### config.mk
export PLATFORM = sky130hd
export DESIGN_NAME = gpio_cmd_master
export DESIGN_NICKNAME = d
export VERILOG_FILES = /design/src/rtl/gpio_cmd_master.sv
export SDC_FILE = /design/constraint.sdc
export NUM_CORES = 1
export LEC_CHECK = 0
export CAP_MARGIN = 20
export CORE_MARGIN = 4
export CORE_UTILIZATION = 40
export DETAILED_ROUTE_END_ITERATION = 10
export PLACE_DENSITY_LB_ADDON = 0.15
export SLEW_MARGIN = 20
export SYNTH_ARGS = -nofsm -noshare
export SYNTH_HDL_FRONTEND = slang
export SYNTH_SLANG_ARGS = --single-unit
### constraint.sdc
create_clock -name clock -period 3.7 [get_ports clock]
set_input_delay 0.74 -clock clock [delete_from_list [all_inputs] [get_ports clock]]
set_output_delay 0.74 -clock clock [all_outputs]
set_load 0.05 [all_outputs]
### src/rtl/gpio_cmd_master.sv
// Command master that drives a GPIO file-register word: strobes opcode/payload with an
// enable bit, then optionally captures one or two response words at fixed latencies.
module gpio_cmd_master #(
  parameter int NB_WORD    = 32,
  parameter int STROBE_CYC = 2,
  parameter int RESP_LAT   = 2,
  parameter int HI_LAT     = 2,
  parameter int GAP_CYC    = 1
) (
  input  logic                 clock,
  input  logic                 reset,
  input  logic                 i_req_valid,
  output logic                 o_req_ready,
  input  logic [7:0]           i_req_opcode,
  input  logic [22:0]          i_req_data,
  input  logic                 i_req_read,
  input  logic                 i_req_wide,
  output logic [NB_WORD-1:0]   o_cmd_word,
  input  logic [NB_WORD-1:0]   i_rsp_word,
  output logic                 o_rsp_valid,
  input  logic                 i_rsp_ready,
  output logic [2*NB_WORD-1:0] o_rsp_data,
  output logic                 o_busy
);

  function automatic int at_least_one(input int v);
    return (v < 1) ? 1 : v;
  endfunction

  localparam int S_EFF = at_least_one(STROBE_CYC);
  localparam int R_EFF = at_least_one(RESP_LAT);
  localparam int H_EFF = at_least_one(HI_LAT);
  localparam int G_EFF = at_least_one(GAP_CYC);
  localparam int MAX_A = (S_EFF > R_EFF) ? S_EFF : R_EFF;
  localparam int MAX_B = (H_EFF > G_EFF) ? H_EFF : G_EFF;
  localparam int MAX_P = (MAX_A > MAX_B) ? MAX_A : MAX_B;
  localparam int CNT_W = $clog2(MAX_P) + 1;

  typedef enum logic [2:0] {
    IDLE, SETUP, STROBE, WAIT_LO, WAIT_HI, RESP, GAP
  } state_t;

  state_t                 state_q, state_d;
  logic [CNT_W-1:0]       cyc_cnt_q;
  logic [CNT_W-1:0]       lat_cnt_q;
  logic                   lo_done_q, hi_done_q;
  logic                   rd_q, wide_q, rst_done_q;
  logic [7:0]             op_q;
  logic [22:0]            data_q;
  logic [2*NB_WORD-1:0]   rsp_data_q;
  logic                   accept, lo_cap, hi_cap;

  // rst_done_q keeps ready low during reset and for the edge that releases it
  assign o_req_ready = (state_q == IDLE) && rst_done_q;
  assign accept      = i_req_valid && o_req_ready;
  assign lo_cap      = rd_q && !lo_done_q && (lat_cnt_q == CNT_W'(1));
  assign hi_cap      = rd_q && wide_q && lo_done_q && !hi_done_q && (lat_cnt_q == CNT_W'(1));

  always_comb begin
    state_d = state_q;
    case (state_q)
      IDLE:    if (accept) state_d = SETUP;
      SETUP:   state_d = STROBE;
      STROBE:  if (cyc_cnt_q == CNT_W'(1)) state_d = rd_q ? WAIT_LO : GAP;
      WAIT_LO: if (lo_done_q || lo_cap) state_d = wide_q ? WAIT_HI : RESP;
      WAIT_HI: if (hi_done_q || hi_cap) state_d = RESP;
      RESP:    if (i_rsp_ready) state_d = GAP;
      GAP:     if (cyc_cnt_q == CNT_W'(1)) state_d = IDLE;
      default: state_d = IDLE;
    endcase
  end

  always_ff @(posedge clock) begin
    if (reset) begin
      state_q    <= IDLE;
      cyc_cnt_q  <= '0;
      lat_cnt_q  <= '0;
      lo_done_q  <= 1'b0;
      hi_done_q  <= 1'b0;
      rd_q       <= 1'b0;
      wide_q     <= 1'b0;
      rst_done_q <= 1'b0;
      op_q       <= '0;
      data_q     <= '0;
      rsp_data_q <= '0;
    end else begin
      rst_done_q <= 1'b1;
      state_q    <= state_d;
      if (accept) begin
        op_q       <= i_req_opcode;
        data_q     <= i_req_data;
        rd_q       <= i_req_read;
        wide_q     <= i_req_read & i_req_wide;
        lo_done_q  <= 1'b0;
        hi_done_q  <= 1'b0;
        lat_cnt_q  <= '0;
        rsp_data_q <= '0;
      end else if (state_q == SETUP) begin
        // latency is measured from the edge that raises enable
        lat_cnt_q <= CNT_W'(R_EFF);
      end else if (lo_cap) begin
        lat_cnt_q  <= wide_q ? CNT_W'(H_EFF) : '0;
        lo_done_q  <= 1'b1;
        rsp_data_q <= {{NB_WORD{1'b0}}, i_rsp_word};
      end else if (hi_cap) begin
        lat_cnt_q  <= '0;
        hi_done_q  <= 1'b1;
        rsp_data_q[2*NB_WORD-1:NB_WORD] <= i_rsp_word;
      end else if (lat_cnt_q != '0) begin
        lat_cnt_q <= lat_cnt_q - CNT_W'(1);
      end

      if (state_d == STROBE && state_q != STROBE)
        cyc_cnt_q <= CNT_W'(S_EFF);
      else if (state_d == GAP && state_q != GAP)
        cyc_cnt_q <= CNT_W'(G_EFF);
      else if (cyc_cnt_q != '0)
        cyc_cnt_q <= cyc_cnt_q - CNT_W'(1);
    end
  end

  assign o_cmd_word  = NB_WORD'({op_q, (state_q == STROBE), data_q});
  assign o_rsp_valid = (state_q == RESP);
  assign o_rsp_data  = rsp_data_q;
  assign o_busy      = (state_q != IDLE);

endmodule
# After elaboration in Yosys (flattened, before gate mapping)
# Cells that the tools add are included.
[op_classes] n_addsub=2 n_eq_ne=12 mux=20 n_bitwise=3 n_reduce_logical=29
[ops] operator="32-bit two-way mux" count=2
[ops] operator="3-bit two-way mux" count=7
[ops] operator="3-bit case mux with 7 select lines" count=1
[ops] operator="2-bit two-way mux" count=8
[ops] operator="3-bit equality test, second input constant" count=4
[ops] operator="1-bit logical AND" count=10
[ops] operator="3-bit by 2-bit equality test with 1-bit output, second input constant" count=3
[ops] operator="3-bit nonzero test" count=3
[ops] operator="2-bit nonzero test" count=4
[ops] operator="2-bit by 1-bit equality test with 1-bit output, second input constant" count=2
[ops] operator="2-bit AND reduction" count=2
[ops] operator="4-bit nonzero test" count=1
[ops] operator="2-bit OR reduction" count=2
[ops] operator="2-bit by 1-bit subtractor with 2-bit output, second input constant" count=2
[ops] operator="3-bit by 1-bit equality test with 1-bit output, second input constant" count=1
[ops] operator="3-bit logical NOT" count=1
[ops] operator="3-bit by 2-bit != test with 1-bit output, second input constant" count=1
[ops] operator="3-bit != test, second input constant" count=1
[ops] operator="3-bit AND reduction" count=1
[ops] operator="3-bit OR reduction" count=1
[ops] operator="1-bit logical NOT" count=2
[ops] operator="1-bit logical OR" count=2
[ops] operator="1-bit two-way mux" count=2
[ops] operator="1-bit NOT" count=2
[ops] operator="1-bit bitwise AND" count=1
[word_totals] reg_bits=107 word_cells=80

# Depth between registers and ports, before layout
# Gate-level depths: netlist (run 1).
[logic_depth] ltp_word=11 mapped_depth=8 ltp_nobuf=6

# Worst setup path after synthesis (run 1)
# OpenSTA, ideal clock, no wires.
[synth_timing] path_type="reg-to-output" start="register state_q[1]" end="output o_cmd_word[23]" t_arrival_ns=1.730 required_ns=2.960 path_slack_ns=1.230 stages_incl_launch_ff=3 n_path_buf=1 path_cell_list="dfxtp_1 buf_2 nor3b_1"
[synth_via] elab_chain_cells=1
[synth_lines] element="from (decl)" line_no="43" text="state_t state_q, state_d;"
[synth_lines] element="from (signal assigned)" line_no="88" text="state_q <= state_d;"
[synth_lines] element="3-bit by 2-bit equality test with 1-bit output" line_no="122" text="assign o_cmd_word = NB_WORD'({op_q, (state_q == STROBE), data_q});"
[synth_lines] element="to (decl)" line_no="18" text="output logic [NB_WORD-1:0] o_cmd_word,"
# Every way passes these cells.

# Worst setup path in the final report (run 1)
[layout_timing] start="register state_q[0]" end="output o_req_ready"
[layout_via] elab_chain_cells=2
[layout_lines] element="3-bit logical NOT" line_no="54" text="assign o_req_ready = (state_q == IDLE) && rst_done_q;"
[layout_lines] element="1-bit logical AND" line_no="54"
[layout_lines] element="to (decl)" line_no="13" text="output logic o_req_ready,"
# Every way passes these cells.

==> results of run 1 <==
-- worst max-delay path by stage --
stage | start | end | cells after the start
3_3_place_gp | state_q[2]$_SDFF_PP0_ | o_req_ready | 2
4_1_cts | state_q[2]$_SDFF_PP0_ | o_req_ready | 2
3_5_place_dp | i_req_valid | lat_cnt_q[0]$_SDFFE_PP0P_ | 5
5_1_grt | state_q[0]$_SDFF_PP0_ | o_req_ready | 2
2_1_floorplan | state_q[1]$_SDFF_PP0_ | o_cmd_word[23] | 2
6_report | state_q[0]$_SDFF_PP0_ | o_req_ready | 2
-- cells by family (layout without fill, tap and decap cells) --
logic type | after synthesis | count (layout) | share of synthesized area
compound gates | 115 | 115 | 0.172
flops | 107 | 107 | 0.541
xor+xnor | 2 | 2 | 0.00443
fa+ha+maj | 4 | 4 | 0.0126
simple gates | 200 | 200 | 0.217
buf+inv | 42 | 198 | 0.0534
-- per-stage QoR --
stage,hold slack (ns),utilization
floorplan,0.455,-
global placement,0.441,0.587
detailed placement,0.446,0.587
CTS,0.460,0.606
global route,0.482,0.606
finish,0.459,0.606
-- power by group through the flow --
stage | Combinational [mW] | Clock, mW | Sequential, mW
after CTS | 0.456 | 0.689 | 1.23
after global placement | 0.440 | 0 | 1.25
after detailed placement | 0.452 | 0 | 1.25
after floorplan | 0.209 | 0 | 1.32
final | 0.452 | 0.665 | 1.23
after global routing | 0.488 | 0.734 | 1.23
-- area by class of cell --
cell class | count | area (um^2)
clock buffer | 10 | 138
clock inverter | 6 | 48.8
fill | 916 | 3810
inverter | 7 | 26.3
multi-input combinational | 321 | 1620
sequential | 107 | 2140
tap | 133 | 166
timing repair buffer | 175 | 1730
-- cell usage in the layout, fill, tap and decap left out, types with 2 or more instances in the layout --
| master | n |
|---|---|
| sky130_fd_sc_hd__a21o_1 | 3 |
| sky130_fd_sc_hd__nor3_1 | 3 |
| sky130_fd_sc_hd__a22oi_1 | 34 |
| sky130_fd_sc_hd__nand3b_1 | 2 |
| sky130_fd_sc_hd__nand2_2 | 2 |
| sky130_fd_sc_hd__nand2_1 | 134 |
| sky130_fd_sc_hd__nand3_1 | 2 |
| sky130_fd_sc_hd__or3_1 | 2 |
| sky130_fd_sc_hd__nor3b_1 | 3 |
| sky130_fd_sc_hd__inv_6 | 2 |
| sky130_fd_sc_hd__inv_1 | 7 |
| sky130_fd_sc_hd__clkdlybuf4s50_1 | 167 |
| sky130_fd_sc_hd__buf_4 | 8 |
| sky130_fd_sc_hd__dfxtp_1 | 107 |
| sky130_fd_sc_hd__a21oi_1 | 69 |
| sky130_fd_sc_hd__clkinvlp_4 | 3 |
| sky130_fd_sc_hd__nor4b_4 | 2 |
| sky130_fd_sc_hd__clkbuf_8 | 10 |
| sky130_fd_sc_hd__ha_1 | 4 |
| sky130_fd_sc_hd__o21ai_0 | 5 |
| sky130_fd_sc_hd__nor2_1 | 41 |
| sky130_fd_sc_hd__nor2b_1 | 2 |
-- flip-flops by register name (all words and copies together), names as in the netlist --
name	cells
lo_done_q	1
wide_q	1
rst_done_q	1
state_q	3
lat_cnt_q	2
op_q	8
hi_done_q	1
data_q	23
cyc_cnt_q	2
rd_q	1
o_rsp_data	64
-- critical path, stage by stage, from the launching register on --
cell                              delay (ns)
sky130_fd_sc_hd__dfxtp_1                0.46
sky130_fd_sc_hd__nor4b_4                0.39
sky130_fd_sc_hd__clkdlybuf4s50_1        0.86
-- layer usage --
layer	up-vias	track usage	wire length (um)
li1	1866	-	-
met3	11	0.0672	1130
met1	1676	0.226	4580
met2	144	0.289	4890
met4	0	0.0586	102
met5	-	0	0
==> key figures, run 1 <==
Timing
  – Share of the clock period used by the worst path after layout: 0.756
  – Worst setup skew after layout: 0.0137 ns
  – Final worst setup slack: 0.904 ns
  – Total negative setup slack: 0 ns
  – Clock period minus final worst setup slack: 2.80 ns
  – Pins Over Slew Limit: 0
  – Total count of hold-check failures in the final report: 0
  – Transition at the pin with the smallest max-transition slack: 0.638 ns
  – Max Clock Freq: 358 MHz
  – Worst relative slew slack: 0.573
  – Setup repair after global routing missed its margin: no
  – Final setup fails: 0

Synthesis
  – Synthesized flop and latch total: 107
  – Cells after synthesis: 470
  – Flip-flop cell with the highest count after synthesis: sky130_fd_sc_hd__dfxtp_1
  – Ranking of synthesized cells by instance count: 135 x sky130_fd_sc_hd__nand2_1, 107 x sky130_fd_sc_hd__dfxtp_1, 69 x sky130_fd_sc_hd__a21oi_1, 41 x sky130_fd_sc_hd__nor2_1, 34 x sky130_fd_sc_hd__a22oi_1
  – Yosys warns: 0
  – Dominant cell type by area after synthesis: sky130_fd_sc_hd__dfxtp_1
  – Syn Nets: 543
  – Count of unique library cells instantiated by Yosys: 33
  – Proportion of synthesized flip-flops having asynchronous set or reset: 0
  – Syn Area/Cell: 8.42 um^2
  – Part of the Yosys area used for sequential elements: 0.541
  – EDFF count, synth: 0
  – Combined area of all synthesized cells: 3960 um^2
  – Top post-synthesis cells by area: sky130_fd_sc_hd__dfxtp_1 54%, sky130_fd_sc_hd__nand2_1 13%, sky130_fd_sc_hd__a21oi_1 8.7%
  – Most common cell in the netlist: sky130_fd_sc_hd__nand2_1
  – Post-synth top area share: 0.541

Worst setup path
  – Critical-path maximum fanout: 14
  – R2R Setup Slk: 1.32 ns
  – Data arrival time of the critical path: 2.06 ns
  – Critical setup path kind: reg2out
  – Required time reported for the critical path endpoint: 2.96 ns
  – Setup crit start kind: flop
  – Reg2Reg Launch Point: state_q[0]$_SDFF_PP0_
  – Nature of the critical path endpoint: primary output
  – Worst-case reg-to-reg path depth: 5
  – Reg-to-reg critical path endpoint: o_rsp_data[48]$_SDFFE_PP0P_

GRT
  – First-pass GRT wire length: 17000 um
  – Overall global routing resource usage: 0.181
  – Number of antenna violations at the first check in global routing: 0
  – GR Overflow Total: 0
  – Number of global-route vias before repair: 3491
  – Maximum number of pins on one net before global-route repair: 40

CTS
  – Number of buffers created by CTS: 9
  – Number of buffers inserted to repair setup after CTS: 0
  – Clock-pin slew on the worst setup and hold paths: 0.09 ns
  – Htree depth: 3
  – Clock sinks: 107
  – Hold-fix buffers, CTS: 0
  – Count of cells resized by post-cts repair: 0
  – CTS tree: yes
  – Worst skew pair latency: 0.35 ns
  – Max Buffers Root-to-Sink: 2
  – Root buffer cell: sky130_fd_sc_hd__clkbuf_8

Power and ir drop
  – Total Power: 2.34 mW
  – Clock power share: 0.284
  – Power density over cell area: 399 nW/um^2
  – Design internal power: 1.66 mW
  – Power dissipated by switching net loads: 0.684 mW
  – Static leakage: 2.01 nW
  – Worst voltage drop across the vdd grid: 0.233 mV
  – Sequential share of power: 0.524
  – Fraction of power spent switching nets: 0.292
  – Part of the total power dissipated in combinational logic: 0.193

Route
  – Drt wl/cell: 14.1 um
  – Residual DRC count: 0
  – Number of optimization iterations in the first detailed-route pass: 4
  – Via count: 3697
  – Residual antenna-violating net count after detailed routing: 0
  – DR vias/cell: 4.87
  – WL final: 10700 um
  – Initial DRC count: 122

Die
  – Die boundary width: 107 um
  – Vertical extent of the die: 107 um
  – Total die area: 11500 um^2
  – Starting density of the core: 0.409
  – Number of placement rows: 36
  – Placeable core area: 9680 um^2
  – Number of primary I/O pins: 168

Placed design
  – Total of buffers placed on input and output ports: 167
  – Placed cell count: 743
  – Detailed placement HPWL: 7530 um
  – Worst setup slack before clock tree synthesis: 1.21 ns
  – Post-place instance area: 5690 um^2
  – Weighted congestion reported at the end of routability-driven placement: 0.823

Hold path
  – Worst-case hold path end point: op_q[4]$_SDFFE_PP0P_
  – Min-delay worst type: reg2reg
  – HP Start: op_q[4]$_SDFFE_PP0P_
  – Count of cells along the worst hold path: 2

Layout
  – Post-route design area: 5870 um^2
  – Share of final-layout standard cells stronger than drive strength 1: 0.0479
  – Post-route insts no fill: 759
  – Number of diodes added for antenna fixing: 0
  – Nets: 694
  – Post-synthesis to final-layout area growth: 48.4%

Flow run
  – Maximum Capacitance Violations: 0

Outcome
  – Outcome: finished, final reports clean
No activity file was read; power rests on OpenSTA's default activity.
==> run 2, diff against run 1 <==
Clock period 3.7 ns to 2.7 ns, I/O delays scaled along.
==> run 2 against run 1 <==
Non-clock buffer count increased by 1; sequential power grew 37%; critical path depth is the same; power rose by 41%; highest routed layer unchanged; die area unchanged; critical path type unchanged; setup slack got worse by 0.80 ns; count of clock-buffer cells in the layout up 1; critical endpoint is now o_rsp_valid; largest power group unchanged.
==> key figures, run 2 (synthesis gave the netlist of run 1 again) <==
Layout
  – Share of final-layout standard cells stronger than drive strength 1: 0.0478
  – Fill cell instance count of the final layout: 888
  – Leading cell types in the layout, fill and taps excluded: 167 x sky130_fd_sc_hd__clkdlybuf4s50_1, 134 x sky130_fd_sc_hd__nand2_1, 107 x sky130_fd_sc_hd__dfxtp_1, 69 x sky130_fd_sc_hd__a21oi_1, 41 x sky130_fd_sc_hd__nor2_1
  – Area of combinational cells with multiple inputs: 1620 um^2
  – Commonest non-fill, non-tap cell in the layout: sky130_fd_sc_hd__clkdlybuf4s50_1
  – Total area of sequential cells: 2140 um^2
  – Post-route design area: 5920 um^2
  – Nets: 695
  – Max reg flops: 64
  – Post-route insts no fill: 760
  – Post-synthesis to final-layout area growth: 49.7%
  – Number of diodes added for antenna fixing: 0

Route
  – Drt wl/cell: 14.0 um
  – DR vias/cell: 4.85
  – Via count: 3686
  – Number of optimization iterations in the first detailed-route pass: 4
  – Initial DRC count: 177
  – WL final: 10700 um
  – Residual DRC count: 0
  – Residual antenna-violating net count after detailed routing: 0

Power and ir drop
  – Static leakage: 2.04 nW
  – Power density over cell area: 556 nW/um^2
  – Total Power: 3.29 mW
  – Worst voltage drop across the vdd grid: 0.288 mV

CTS
  – Htree depth: 3
  – Count of cells resized by post-cts repair: 0
  – Worst skew pair latency: 0.36 ns
  – Hold-fix buffers, CTS: 0
  – CTS tree: yes
  – Max Buffers Root-to-Sink: 2
  – Number of buffers inserted to repair setup after CTS: 0
  – Clock sinks: 107
  – Clock-pin slew on the worst setup and hold paths: 0.09 ns
  – Root buffer cell: sky130_fd_sc_hd__clkbuf_8
  – Number of buffers created by CTS: 9

Worst setup path
  – Data arrival time of the critical path: 2.05 ns
  – Reg2Reg Launch Point: state_q[0]$_SDFF_PP0_
  – Worst setup path startpoint: state_q[0]$_SDFF_PP0_
  – Critical setup path kind: reg2out
  – Setup crit start kind: flop
  – Reg-to-reg critical path endpoint: o_rsp_data[55]$_SDFFE_PP0P_
  – Nature of the critical path endpoint: primary output
  – Critical-path maximum fanout: 14
  – Required time reported for the critical path endpoint: 2.16 ns
  – Worst-case reg-to-reg path depth: 5
  – R2R Setup Slk: 0.65 ns

Die
  – Placeable core area: 9680 um^2
  – Number of primary I/O pins: 168
  – Number of placement rows: 36
  – Starting density of the core: 0.409
  – Vertical extent of the die: 107 um
  – Die boundary width: 107 um
  – Total die area: 11500 um^2

Hold path
  – HP Start: o_rsp_data[19]$_SDFFE_PP0P_
  – Worst-case hold path end point: o_rsp_data[19]$_SDFFE_PP0P_
  – Count of cells along the worst hold path: 2
  – Min-delay worst type: reg2reg

Timing
  – Transition at the pin with the smallest max-transition slack: 0.545 ns
  – Pins Over Slew Limit: 0
  – Setup repair after global routing missed its margin: no
  – Max Clock Freq: 386 MHz
  – Total negative setup slack: 0 ns
  – Worst relative slew slack: 0.636
  – Worst setup skew after layout: 0.00923 ns
  – Clock period minus final worst setup slack: 2.59 ns
  – Final worst setup slack: 0.107 ns
  – Total count of hold-check failures in the final report: 0
  – Final setup fails: 0
  – Share of the clock period used by the worst path after layout: 0.960

Placed design
  – Detailed placement HPWL: 7490 um
  – Weighted congestion reported at the end of routability-driven placement: 0.822
  – Worst setup slack before clock tree synthesis: 0.493 ns
  – Placed cell count: 744
  – Post-place instance area: 5720 um^2
  – Total of buffers placed on input and output ports: 167

GRT
  – Number of antenna violations at the first check in global routing: 0
  – Number of global-route vias before repair: 3572
  – Maximum number of pins on one net before global-route repair: 39
  – First-pass GRT wire length: 17000 um
  – Overall global routing resource usage: 0.182
  – GR Overflow Total: 0

Outcome
  – Outcome: finished, final reports clean

Flow run
  – Maximum Capacitance Violations: 0
run 2: report_power, final:
part	internal, mW	total, mW	leakage (nW)	switching [mW]
Clock	0.458	0.985	0.0957	0.527
Combinational	0.272	0.625	1.08	0.353
Sequential	1.64	1.68	0.866	0.0453
run 2: cell type report:
cell class	instances	area share
Timing Repair Buffer	176	0.298
Tap cell	133	0.0281
Multi-Input combinational cell	321	0.274
Sequential cell	107	0.362
Inverter	7	0.00444
Clock inverter	5	0.0106
Clock buffer	11	0.0239
run 2: through the flow:
step                hold slack, ns   util
CTS                          0.459  0.612
global placement             0.440  0.591
detailed placement           0.445  0.591
global route                 0.482  0.612
floorplan                    0.455      -
finish                       0.457  0.612
run 2: worst max-delay path, stage by stage, from the launching register on:
cell	delay (ns)
sky130_fd_sc_hd__dfxtp_1	0.63
sky130_fd_sc_hd__and3b_1	0.26
sky130_fd_sc_hd__clkdlybuf4s50_1	0.81
run 2: how the worst max path moves through the flow:
stage / to / slack (ns)
after floorplan: o_cmd_word[23] / 0.43
after global placement: o_req_ready / 0.52
after detailed placement: o_req_ready / 0.49
after CTS: o_req_ready / 0.08
after global routing: o_rsp_valid / 0.003
final: o_rsp_valid / 0.11
run 2: layer usage:
metal | vias up | GRT usage | part of all wire
li1 | 1865 | - | -
met1 | 1671 | 0.221 | 0.43
met2 | 131 | 0.290 | 0.45
met3 | 19 | 0.0684 | 0.099
met4 | 0 | 0.0784 | 0.021
met5 | - | 0 | 0
